--- src/rtl/slip_tx.sv ---
// SLIP transmit framer: escapes packet-buffer bytes and appends END after the last byte of each packet.
// Optional macro SLIP_TX_SOF_EN: also emit a leading END in front of every frame.
module slip_tx (
  input  logic       clk,
  input  logic       rst_n,
  input  logic [7:0] pkt_data,
  input  logic       pkt_last,
  input  logic       pkt_empty,
  output logic       pkt_rd,
  output logic [7:0] out_data,
  output logic       out_valid,
  input  logic       out_ack,
  output logic [7:0] pkt_cnt
);

  localparam int unsigned DW = 8;
  localparam int unsigned CW = 8;

  localparam logic [DW-1:0] END_B     = DW'(8'hC0);
  localparam logic [DW-1:0] ESC_B     = DW'(8'hDB);
  localparam logic [DW-1:0] ESC_END_B = DW'(8'hDC);
  localparam logic [DW-1:0] ESC_ESC_B = DW'(8'hDD);

  typedef enum logic [1:0] {
    ST_DATA = 2'd0,
    ST_ESC2 = 2'd1,
`ifdef SLIP_TX_SOF_EN
    ST_SOF  = 2'd3,
`endif
    ST_EOF  = 2'd2
  } state_e;

  // State entered after reset and after each trailing END.
`ifdef SLIP_TX_SOF_EN
  localparam state_e FRAME_START = ST_SOF;
`else
  localparam state_e FRAME_START = ST_DATA;
`endif

  state_e        state_q, state_d;
  logic [DW-1:0] out_data_q, out_data_d;
  logic          out_valid_q, out_valid_d;
  logic [CW-1:0] pkt_cnt_q, pkt_cnt_d;
  logic          ld_c;
  logic          rd_c;
  logic          special_c;

  assign ld_c      = ~out_valid_q | out_ack;
  assign special_c = (pkt_data == END_B) || (pkt_data == ESC_B);

  // Next-state, output-register and pop-strobe logic.
  always_comb begin
    state_d     = state_q;
    out_data_d  = out_data_q;
    out_valid_d = out_valid_q;
    pkt_cnt_d   = pkt_cnt_q;
    rd_c        = 1'b0;

    if (ld_c) begin
      case (state_q)
`ifdef SLIP_TX_SOF_EN
        ST_SOF: begin
          if (!pkt_empty) begin
            out_data_d  = END_B;
            out_valid_d = 1'b1;
            state_d     = ST_DATA;
          end else begin
            out_valid_d = 1'b0;
          end
        end
`endif
        ST_DATA: begin
          if (pkt_empty) begin
            out_valid_d = 1'b0;
          end else if (special_c) begin
            out_data_d  = ESC_B;
            out_valid_d = 1'b1;
            state_d     = ST_ESC2;
          end else begin
            out_data_d  = pkt_data;
            out_valid_d = 1'b1;
            rd_c        = 1'b1;
            state_d     = pkt_last ? ST_EOF : ST_DATA;
          end
        end
        ST_ESC2: begin
          // The escaped byte is still at the buffer head; guard against a
          // buffer that drops it so a pop never happens while empty.
          if (pkt_empty) begin
            out_valid_d = 1'b0;
          end else begin
            out_data_d  = (pkt_data == END_B) ? ESC_END_B : ESC_ESC_B;
            out_valid_d = 1'b1;
            rd_c        = 1'b1;
            state_d     = pkt_last ? ST_EOF : ST_DATA;
          end
        end
        ST_EOF: begin
          out_data_d  = END_B;
          out_valid_d = 1'b1;
          pkt_cnt_d   = pkt_cnt_q + CW'(1);
          state_d     = FRAME_START;
        end
        default: begin
          out_valid_d = 1'b0;
          state_d     = FRAME_START;
        end
      endcase
    end
  end

  always_ff @(posedge clk or negedge rst_n) begin
    if (!rst_n) begin
      state_q     <= FRAME_START;
      out_data_q  <= '0;
      out_valid_q <= 1'b0;
      pkt_cnt_q   <= '0;
    end else begin
      state_q     <= state_d;
      out_data_q  <= out_data_d;
      out_valid_q <= out_valid_d;
      pkt_cnt_q   <= pkt_cnt_d;
    end
  end

  // Pop is masked during reset so the buffer never loses a byte while held.
  assign pkt_rd    = rd_c & rst_n;
  assign out_data  = out_data_q;
  assign out_valid = out_valid_q;
  assign pkt_cnt   = pkt_cnt_q;

endmodule

--- config.mk ---
export PLATFORM = sky130hd
export DESIGN_NAME = slip_tx
export DESIGN_NICKNAME = d
export VERILOG_FILES = /design/src/rtl/slip_tx.sv
export SDC_FILE = /design/constraint.sdc
export NUM_CORES = 1
export LEC_CHECK = 0
export BUFFER_PORTS_ARGS = -buffer_cell sky130_fd_sc_hd__buf_2
export CORE_MARGIN = 2
export CORE_UTILIZATION = 49
export CTS_CLUSTER_DIAMETER = 80
export DETAILED_ROUTE_END_ITERATION = 10
export PLACE_DENSITY = 0.77
export SLEW_MARGIN = 25
export SYNTH_ARGS = -nofsm -noshare
export SYNTH_HDL_FRONTEND = slang
export SYNTH_SLANG_ARGS = --single-unit
export TNS_END_PERCENT = 30
--- constraint.sdc ---
create_clock -name clk -period 2.2 [get_ports clk]
set_input_delay 0.22 -clock clk [delete_from_list [all_inputs] [get_ports clk]]
set_output_delay 0.22 -clock clk [all_outputs]
set_load 0.03 [all_outputs]
After elaboration in Yosys (flattened, before gate mapping)
Cells that the tools add are included.
{ "word_totals": {"regBits": 19, "input_bits": 13} }
{ "classes": {"n_addsub": 1, "eq_ne": 6, "muxes": 16, "n_bitwise": 3, "reduce_logical": 7} }
{ "ops": {"columns": ["op", "n"], "rows": [
  ["$mux 8", 3],
  ["$pmux 8 s3", 1],
  ["$eq 8x8->1 const B", 2],
  ["$add 8x1->8 const B", 1],
  ["$mux 2", 4],
  ["$mux 1", 5],
  ["$ne 2x2->1 const B", 2],
  ["$pmux 1 s2", 2],
  ["$pmux 2 s2", 1],
  ["$reduce_and 4->1", 1],
  ["$reduce_and 3->1", 1],
  ["$reduce_bool 3->1", 1],
  ["$eq 2x1->1 const B", 1],
  ["$eq 2x2->1 const B", 1],
  ["$logic_not 2->1", 1],
  ["$reduce_and 2->1", 1],
  ["$reduce_or 2->1", 1],
  ["$and 1x1->1", 1],
  ["$logic_or 1x1->1", 1],
  ["$not 1->1", 1],
  ["$or 1x1->1", 1]
]} }

Longest topological paths before layout
Gate-level depths: netlist of run 1.
{ "depth": {"depth_word": 7, "mapped_depth": 7, "depth_no_buf": 6} }

Worst setup path before layout of run 1
OpenSTA, ideal clock, no wires.
{ "synth_path": {"path_kind": "register -> output", "from": "register out_valid_q (netlist: out_valid)", "to": "output port pkt_rd", "arrival_time_ns": 1.361, "path_slack_ns": 0.619, "path_stages_with_launch": 5, "path_buffers": 0, "cell_sequence": "dfrtp_1 nor2b_1 nor2_1 nand2_1 nor2_1"} }
{ "synth_via": {"elab_chain_len": 4} }
{ "synth_rtl": {"columns": ["element", "line", "rtl"], "rows": [
  ["start, declared", "42", "logic out_valid_q, out_valid_d;"],
  ["start signal, assigned", "121", "out_valid_q <= out_valid_d;"],
  ["$not 1->1", "48", "assign ld_c = ~out_valid_q | out_ack;"],
  ["$or 1x1->1", "48", null],
  ["$mux 1", "59", "if (ld_c) begin"],
  ["$and 1x1->1", "127", "assign pkt_rd = rd_c & rst_n;"],
  ["end, declared", "9", "output logic pkt_rd,"]
]} }
No other way between the ends.

Worst setup path after layout of run 1
{ "layout_path": {"from": "input port rst_n", "to": "output port pkt_rd"} }
{ "layout_via": {"elab_chain_len": 1} }
{ "layout_rtl": {"columns": ["element", "line", "rtl"], "rows": [
  ["start, declared", "5", "input logic rst_n,"],
  ["$and 1x1->1", "127", null]
]} }
No other way between the ends.

==> metrics.md, run 1 <==
| Metric | Value |
|---|---|
| Crit path arrival time | `approximately 1.6 ns` |
| Max stage delay on crit path | `approximately 0.52 ns` |
| Share of layout cells above drive strength 1 | `between 30% and 40%` |
| Routed vias/inst | `around 5.2` |
| RD Place Congestion | `a little under 0.9` |
| Status | `complete, no violations` |
| First-pass GRT wire length | `roughly 3500 µm` |
| Cells after Synth | `99` |
| Mapped cell area | `just over 1000 µm²` |
| Post-CTS Resized | `0` |
| Slew @ Worst Pin | `around 0.5 ns` |
| Tmin final | `1.77 ns` |
| Die Area | `approximately 2500 µm²` |
| Cts hold-fix bufs | `1` |
| LEAKAGE | `a little over 0.0006 µW` |
| Slew headroom | `66.7%` |
| Rows | `16` |
| DRT iter0 DRCs | `11` |
| Reg2reg setup slack | `around 0.46 ns` |
| Post-synthesis sequential area ratio | `46.8%` |
| Core Util, Final | `62.2%` |
| Final #Nets | `149` |
| Global-route usage over all layers | `18.1%` |
| Initial antenna violation count | `0` |
| Port Buffers | `30` |
| Core area | `~2000 µm²` |
| Fin. Hold Viols | `0` |
| Die height | `between 40 and 50 µm` |
| Setup Viol. Count Final | `0` |
| Total CTS buffers | `3` |
| Area Overhead vs Synth | `20.2%` |
| WHS Path Cells | `3` |
| Average size of a mapped cell | `10.3 µm²` |
| Clock transition at the registers of the reported paths | `around 0.11 ns` |
| N_diodes | `0` |
| Unrepaired setup endpoints after global routing | `false` |
| CP max stage cell | `dlygate4sd3_1` |
| Endpoint, Worst Hold | `state_q[1]$_DFFE_PN0P_` |
| Gr ovfl total | `0` |
| TritonCTS clock tree | `built` |
| Vias in the first global route | `~800` |
| VDD IR max | `between 0.6 and 0.7 mV` |
| Setup Fix Bufs, Post-CTS | `0` |
| Clock Path Buffers | `2` |
| Synth cell types | `35` |
| Data required, critical path | `approximately 2 ns` |
| Worst-path fanout max | `20` |
| Total vias in the final route | `approximately 820` |
| Max-Cap Viols | `0` |
| CP most frequent cell | `buf_2` |
| DRT Wirelength | `around 2000 µm` |
| PwrDens | `~1300 nW/µm²` |
| R2R cell count | `5` |
| Routed WL per cell | `between 10 and 15 µm` |
| Achievable Freq | `between 500 and 600 MHz` |
| Min-delay src | `pkt_last` |
| Critical Path Start Type | `input pin` |
| Initial core utilization | `roughly half` |
| Root Buffer | `clkbuf_4` |
| Clock latency on the worst-skew pair | `0.29 ns` |
| Synthesis Warnings | `0` |
| Chip Width | `around 50 µm` |
| Largest net degree at the start of global routing | `21` |
| Hold Path Class | `input pin to register` |
| CP endpoint kind | `primary output` |
| Final Max Tran Viols | `0` |
| Antenna Nets Post-Route | `0` |
| Post-detail-place hpwl | `roughly 1600 µm` |
| Crit Path Category | `input pin to primary output` |
| Detailed-route DRC error count | `0` |
| Setup TNS | `0 ns` |
| Sinks on Clock Net | `19` |
| I/O pins | `31` |
| Period utilization | `around four fifths` |
| Syn_nets | `between 100 and 150` |
| Beginning of the worst register-to-register path | `state_q[0]$_DFFE_PN0P_` |
| CP Cell Sequence | `dlygate4sd3_1, buf_2, nand2_1, nor2_1, buf_2` |
| Worst r2r dst | `out_data[2]$_DFFE_PN0P_` |
| TritonRoute pass-1 iters | `4` |
| Worst hold margin | `0.162 ns` |
| Max H-tree Level | `1` |
| Flops & latches, synth | `19` |
| Clock Skew | `roughly 0.0022 ns` |
## power breakdown
part	total, µW	switching, µW	internal [µW]	leakage [µW]
Sequential	584	109	475	0.000241
Clock	174	104	70.3	0.0000150
Combinational	780	513	267	0.000358
Total	1540	726	813	0.000614
## metal layers
metal	GRT usage (%)	wire, µm
met4	4.17	15
met5	0	0
met2	30.7	945
met1	23.9	962
met3	3.64	76
## placed cells by master (no fill, tap or decap), types with 2 or more instances in the layout
cell type	count
ha_1	4
nor2_1	6
clkbuf_4	3
a21oi_1	2
xnor2_1	3
inv_1	4
o21ai_1	6
nand2_1	18
dfrtp_1	19
nand3_1	4
xor2_1	4
o21ai_0	2
nand4_1	2
buf_2	30
## per-stage QoR
step / power [µW] / setup WS [ns] / cells / instance area, µm²
after floorplan: 1160 / 0.619 / 99 / 1020
after global placement: 1340 / 0.585 / 153 / 1180
after detailed placement: 1370 / 0.499 / 153 / 1180
after CTS: 1550 / 0.384 / 158 / 1220
after global routing: 1650 / 0.295 / 158 / 1220
final: 1540 / 0.427 / 158 / 1220
## critical path: cells and delay by family
kind / cells / cell delay, ns
buf+inv: 3 / 1.11
simple gates: 2 / 0.23
## state kept, by name, summed over array words and instances, names as in the netlist
register and flops:
out_data 8, out_valid 1, pkt_cnt 8, state_q 2
## how the worst max path moves through the flow
stage,startpoint,to,cells past startpoint
global route,state_q[0]$_DFFE_PN0P_,out_data[2]$_DFFE_PN0P_,5
global placement,state_q[0]$_DFFE_PN0P_,out_data[2]$_DFFE_PN0P_,5
finish,rst_n,pkt_rd,5
detailed placement,state_q[0]$_DFFE_PN0P_,out_data[2]$_DFFE_PN0P_,5
CTS,rst_n,pkt_rd,5
floorplan,out_valid$_DFFE_PN0N_,pkt_rd,4
## area by class of cell
cell class | instances | area, µm²
Fill cell | 193 | 741
Multi-Input combinational cell | 73 | 510
Sequential cell | 19 | 475
Timing Repair Buffer | 31 | 160
Tap cell | 27 | 33.8
Clock buffer | 4 | 26.3
Inverter | 4 | 15.0
## cells in the mapped netlist
| cell | number | area [µm²] |
|---|---|---|
| nand4_1 | 2 | 12.5 |
| a211oi_1 | 1 | 7.51 |
| nor4_4 | 1 | 21.3 |
| o21ai_1 | 6 | 30.0 |
| a21oi_1 | 2 | 10.0 |
| ha_1 | 4 | 50.1 |
| o21a_2 | 1 | 8.76 |
| nand2_1 | 18 | 67.6 |
| nand3_1 | 4 | 20.0 |
| and4bb_1 | 1 | 12.5 |
| mux2_4 | 1 | 15.0 |
| a21boi_1 | 1 | 7.51 |
| o22ai_2 | 1 | 12.5 |
| buf_2 | 3 | 15.0 |
| and3_1 | 1 | 6.26 |
| and2_1 | 1 | 6.26 |
| nor2_1 | 6 | 22.5 |
| o311ai_1 | 1 | 8.76 |
| a22oi_2 | 1 | 12.5 |
| nand3_2 | 1 | 10.0 |
| o211ai_2 | 1 | 12.5 |
| xnor2_1 | 3 | 26.3 |
| and4_1 | 1 | 8.76 |
| nand2b_4 | 1 | 13.8 |
| mux2_1 | 1 | 11.3 |
| xor2_1 | 4 | 35.0 |
| inv_1 | 4 | 15.0 |
| nor3_2 | 1 | 10.0 |
| dfrtp_1 | 19 | 475 |
| nor4_2 | 1 | 12.5 |
| nor2b_1 | 1 | 6.26 |
| o21ai_0 | 2 | 10.0 |
| o31ai_1 | 1 | 7.51 |
| nand2b_1 | 1 | 6.26 |
| o21ai_2 | 1 | 8.76 |
## kinds of logic after synthesis
logic type                 Yosys count  share of synthesized area (%)
muxes                                2                           2.59
xor gates and xnor gates             7                           6.03
AOI/OAI and AO/OA                   19                           13.4
DFF                                 19                           46.8
adders and majority gates            4                           4.93
buffers and inverters                7                           2.95
and+or+nand+nor                     41                           23.3
Power figures use the tool's default switching activity.
==> run 2: changes to the inputs <==
--- a/config.mk
+++ b/config.mk
@@ -5,9 +5,10 @@
 export SDC_FILE = /design/constraint.sdc
 export NUM_CORES = 1
 export LEC_CHECK = 0
+export ABC_AREA = 1
 export BUFFER_PORTS_ARGS = -buffer_cell sky130_fd_sc_hd__buf_2
 export CORE_MARGIN = 2
-export CORE_UTILIZATION = 49
+export CORE_UTILIZATION = 50
 export CTS_CLUSTER_DIAMETER = 80
 export DETAILED_ROUTE_END_ITERATION = 10
 export PLACE_DENSITY = 0.77
==> constraint.sdc (replaced) <==
create_clock -name clk -period 1.85 [get_ports clk]
set_input_delay 0.185 -clock clk [delete_from_list [all_inputs] [get_ports clk]]
set_output_delay 0.185 -clock clk [all_outputs]
set_load 0.03 [all_outputs]
==> run 2 against run 1 <==
  * Sequential power increased by 18%
  * Wire length increased by 11%
  * Combinational power increased by 22%
  * Sequential cell count unchanged
  * Global-route usage increased by 2.6 points
  * Register-to-register slack got worse by 0.16 ns
  * Non-clock buffer count increased by 1
  * Sequential share of layout area decreased by 2.0 points
  * Core utilization increased by 2.8 points
  * Area after synthesis increased by 5.0%
  * Critical path type is now register to primary output
==> metrics.md, run 2 <==
| Metric | Value |
|---|---|
| Rows | `16 (unchanged)` |
| Slew headroom | `83.1% (+16 points)` |
| DRT iter0 DRCs | `18 (+7)` |
| Total CTS buffers | `3 (unchanged)` |
| Total vias in the final route | `1,000 (+21%)` |
| Final #Nets | `198 (+33%)` |
| Inst Count DP | `202 (+32%)` |
| Synthesis Warnings | `0 (unchanged)` |
| Status | `complete, no violations` |
| VDD IR max | `0.744 mV (+18%)` |
| Clock transition at the registers of the reported paths | `0.11 ns (about the same)` |
| Cells after Synth | `145 (+46%)` |
| Largest net degree at the start of global routing | `20 (-4.8%)` |
| Primary flip-flop cell chosen by synthesis mapping | `dfrtp_1` |
| Synth Area in Compound Gates | `8.56% (-4.9 points)` |
| Die Area | `2520 µm² (+2.7%)` |
| Fill count | `188 (-2.6%)` |
| Achievable Freq | `~580 MHz` |
| Critical Path Start Type | `register` |
| Mux cell area share after synthesis | `0% (-2.6 points)` |
| Synth Area in Adders | `4.69% (-0.24 points)` |
| Tmin final | `between 1.5 and 2 ns` |
| Crit. Startpoint | `state_q[1]$_DFFE_PN0P_` |
| Crit Path Category | `register to primary output` |
| Post-Place Cell Area | `1250 µm² (+5.3%)` |
| Area leader, netlist | `dfrtp_1` |
| Synth top area share | `44.5% (-2.2 points)` |
| Sinks on Clock Net | `19 (unchanged)` |
| DR top layer | `met4` |
| CP endpoint kind | `primary output` |
| Flops & latches, synth | `19 (unchanged)` |
| LEAKAGE | `0.000741 µW (+21%)` |
| Max H-tree Level | `1 (unchanged)` |
| Setup Viol. Count Final | `0 (unchanged)` |
| Routed wl met3 | `120 µm (+58%)` |
| Routed WL per cell | `10.7 µm (-16%)` |
| Average size of a mapped cell | `7.36 µm² (-28%)` |
| I/O pins | `31 (unchanged)` |
| Global-route usage over all layers | `20.7% (+2.6 points)` |
| Clock Path Buffers | `2 (unchanged)` |
| DRT Wirelength | `2210 µm (+11%)` |
| Post-synthesis sequential area ratio | `44.5% (-2.2 points)` |
| Final Max Tran Viols | `0 (unchanged)` |
| Post-route cell area | `1290 µm² (+5.5%)` |
| M1 WL | `1160 µm (+20%)` |
| Number of flops mapped to enable cells by yosys | `0 (unchanged)` |
| Slew @ Worst Pin | `0.253 ns (-0.245 ns)` |
| Root Buffer | `clkbuf_4` |
| Core area | `1980 µm² (+1.0%)` |
| Largest cells by area after synthesis | `dfrtp_1, nand2_1, nor2_1` |
| Area share of and/or/nand/nor cells after synthesis | `29.2% (+5.9 points)` |
| Gr ovfl total | `0 (unchanged)` |
| Vias in the first global route | `908 (+14%)` |
| Syn_nets | `162 (+40%)` |
| TritonCTS clock tree | `built` |
| R2R cell count | `8 (+3)` |
| PwrDens | `1430 nW/µm² (+14%)` |
| Period utilization | `approximately 93%` |
| Non-filler cells, final | `207 (+31%)` |
| Mapped cell area | `1070 µm² (+5.0%)` |
| Power Total | `1850 µW (+20%)` |
| Die height | `50.2 µm (+1.3%)` |
| Routed vias/inst | `4.83 (-7.4%)` |
| Ys async rst share | `100% (unchanged)` |
| Chip Width | `50.2 µm (+1.3%)` |
| Max stage delay on crit path | `0.42 ns (-0.10 ns)` |
| Worst-path fanout max | `5 (-75%)` |
| Share of layout cells above drive strength 1 | `22.2% (-11 points)` |
| Beginning of the worst register-to-register path | `state_q[1]$_DFFE_PN0P_` |
| RD Place Congestion | `0.863 (-0.30%)` |
| Min-delay src | `pkt_data[2]` |
| First-pass GRT wire length | `3970 µm (+13%)` |
| Clock Skew | `0.00755 ns (+0.00537 ns)` |
| CP Cell Sequence | `inv_1, ha_2, inv_1, nand2_1, nand2_1, nor2_1, buf_2` |
| Crit path arrival time | `1.54 ns (about the same)` |
| CP max stage cell | `dfrtp_1` |
| Setup TNS | `0 ns (unchanged)` |
| Synth cell types | `17 (-51%)` |
| Initial core utilization | `53.9% (+2.1 points)` |
| Pre-CTS setup slack | `0.322 ns (-0.178 ns)` |
| Area Overhead vs Synth | `20.8%` |
| Synth Area in XOR/XNOR | `4.92% (-1.1 points)` |
| Hold Path Class | `input pin to register` |
| WHS Path Cells | `3 (unchanged)` |
| Port Buffers | `30 (unchanged)` |
| Setup Fix Bufs, Post-CTS | `0 (unchanged)` |
| Clock latency on the worst-skew pair | `0.29 ns (about the same)` |
| Detailed-route DRC error count | `0 (unchanged)` |
| Synth cell count leaders | `nand2_1, nor2_1, inv_1` |
| Most frequent cells in the layout | `nand2_1, buf_2, nor2_1, inv_1, dfrtp_1` |
| Fin. Hold Viols | `0 (unchanged)` |
| Detailed route wirelength on metal2 | `914 µm (-3.3%)` |
| N_diodes | `0 (unchanged)` |
| Most numerous cell in the Yosys netlist | `nand2_1` |
| Post-detail-place hpwl | `1770 µm (+14%)` |
| Unrepaired setup endpoints after global routing | `false` |
| TritonRoute pass-1 iters | `4 (unchanged)` |
| Antenna Nets Post-Route | `0 (unchanged)` |
| Data required, critical path | `1.66 ns (-0.32 ns)` |
| Initial antenna violation count | `0 (unchanged)` |
| Final worst setup slack | `0.130 ns (-0.298 ns)` |
| Largest family of logic cells by synthesized area | `simple AND/OR/NAND/NOR gates` |
| Max-Cap Viols | `0 (unchanged)` |
| Commonest non-fill, non-tap cell in the layout | `nand2_1` |
## run 2: changes by cell type after synthesis, moves of 2 or more
cell     change
nor2_1      +16
nand3_1      +2
inv_1       +16
o21ai_0      +4
o21ai_1      -3
nand2_1     +27
buf_2        -3
nand2_2      +3
a21oi_1      +4
## run 2: power by group
part / leakage [µW] / switching, µW / internal (µW)
registers: 0.000236 / 124 / 566
clock network: 0.0000150 / 121 / 83.8
logic: 0.000490 / 658 / 293
total: 0.000741 / 903 / 943
## run 2: metrics by stage
| step | hold WS (ns) | utilization [%] |
|---|---|---|
| 5_1_grt | 0.184 | 65.0 |
| 3_3_place_gp | 0.195 | 62.9 |
| 2_1_floorplan | -0.111 | - |
| 6_report | 0.162 | 65.0 |
| 3_5_place_dp | 0.193 | 62.9 |
| 4_1_cts | 0.159 | 64.8 |
## run 2: cell type report
class	instances	area (µm²)	area share (%)
clock buffer	4	26.3	2.04
inverter	20	75.1	5.83
multi-input combinational	105	510	39.6
sequential	19	475	36.9
tap	27	33.8	2.62
timing repair buffer	32	168	13.0
## run 2: logic make-up (layout without fill, tap and decap cells)
| group | after synthesis | in the layout |
|---|---|---|
| flops | 19 | 19 |
| simple gates | 78 | 78 |
| buf+inv | 21 | 56 |
| fa+ha+maj | 4 | 4 |
| xor+xnor | 6 | 6 |
| compound gates | 17 | 17 |
## run 2: path summary, 6_finish.rpt
kind | end | slack (ns)
hold / removal | out_data[2]$_DFFE_PN0P_ | 0.16
hold reg to reg | out_data[1]$_DFFE_PN0P_ | 0.49
max in group asynchronous | pkt_cnt[3]$_DFFE_PN0P_ | 1.25
min in group asynchronous | pkt_cnt[4]$_DFFE_PN0P_ | 0.40
setup reg to reg | out_data[0]$_DFFE_PN0P_ | 0.30
setup / recovery | pkt_rd | 0.13
## run 2: critical path: cells and delay by family, from the launching register on
kind	cells	cell delay, ns
and+or+nand+nor	3	0.21
adders and majority gates	1	0.25
DFF	1	0.42
buffers and inverters	3	0.37
## run 2: repair_timing
item | CTS | global route
endpoints found under the hold margin | 19 | 0
hold buffers | 1 | 0
gates resized for setup | 0 | 2
endpoints found under the setup margin | 0 | 1
## run 2: metal layers
layer | global-route usage (%) | vias to the layer above
met5 | 0 | -
met4 | 6.02 | 0
met3 | 5.06 | 4
met2 | 31.1 | 28
met1 | 29.6 | 452
li1 | - | 516
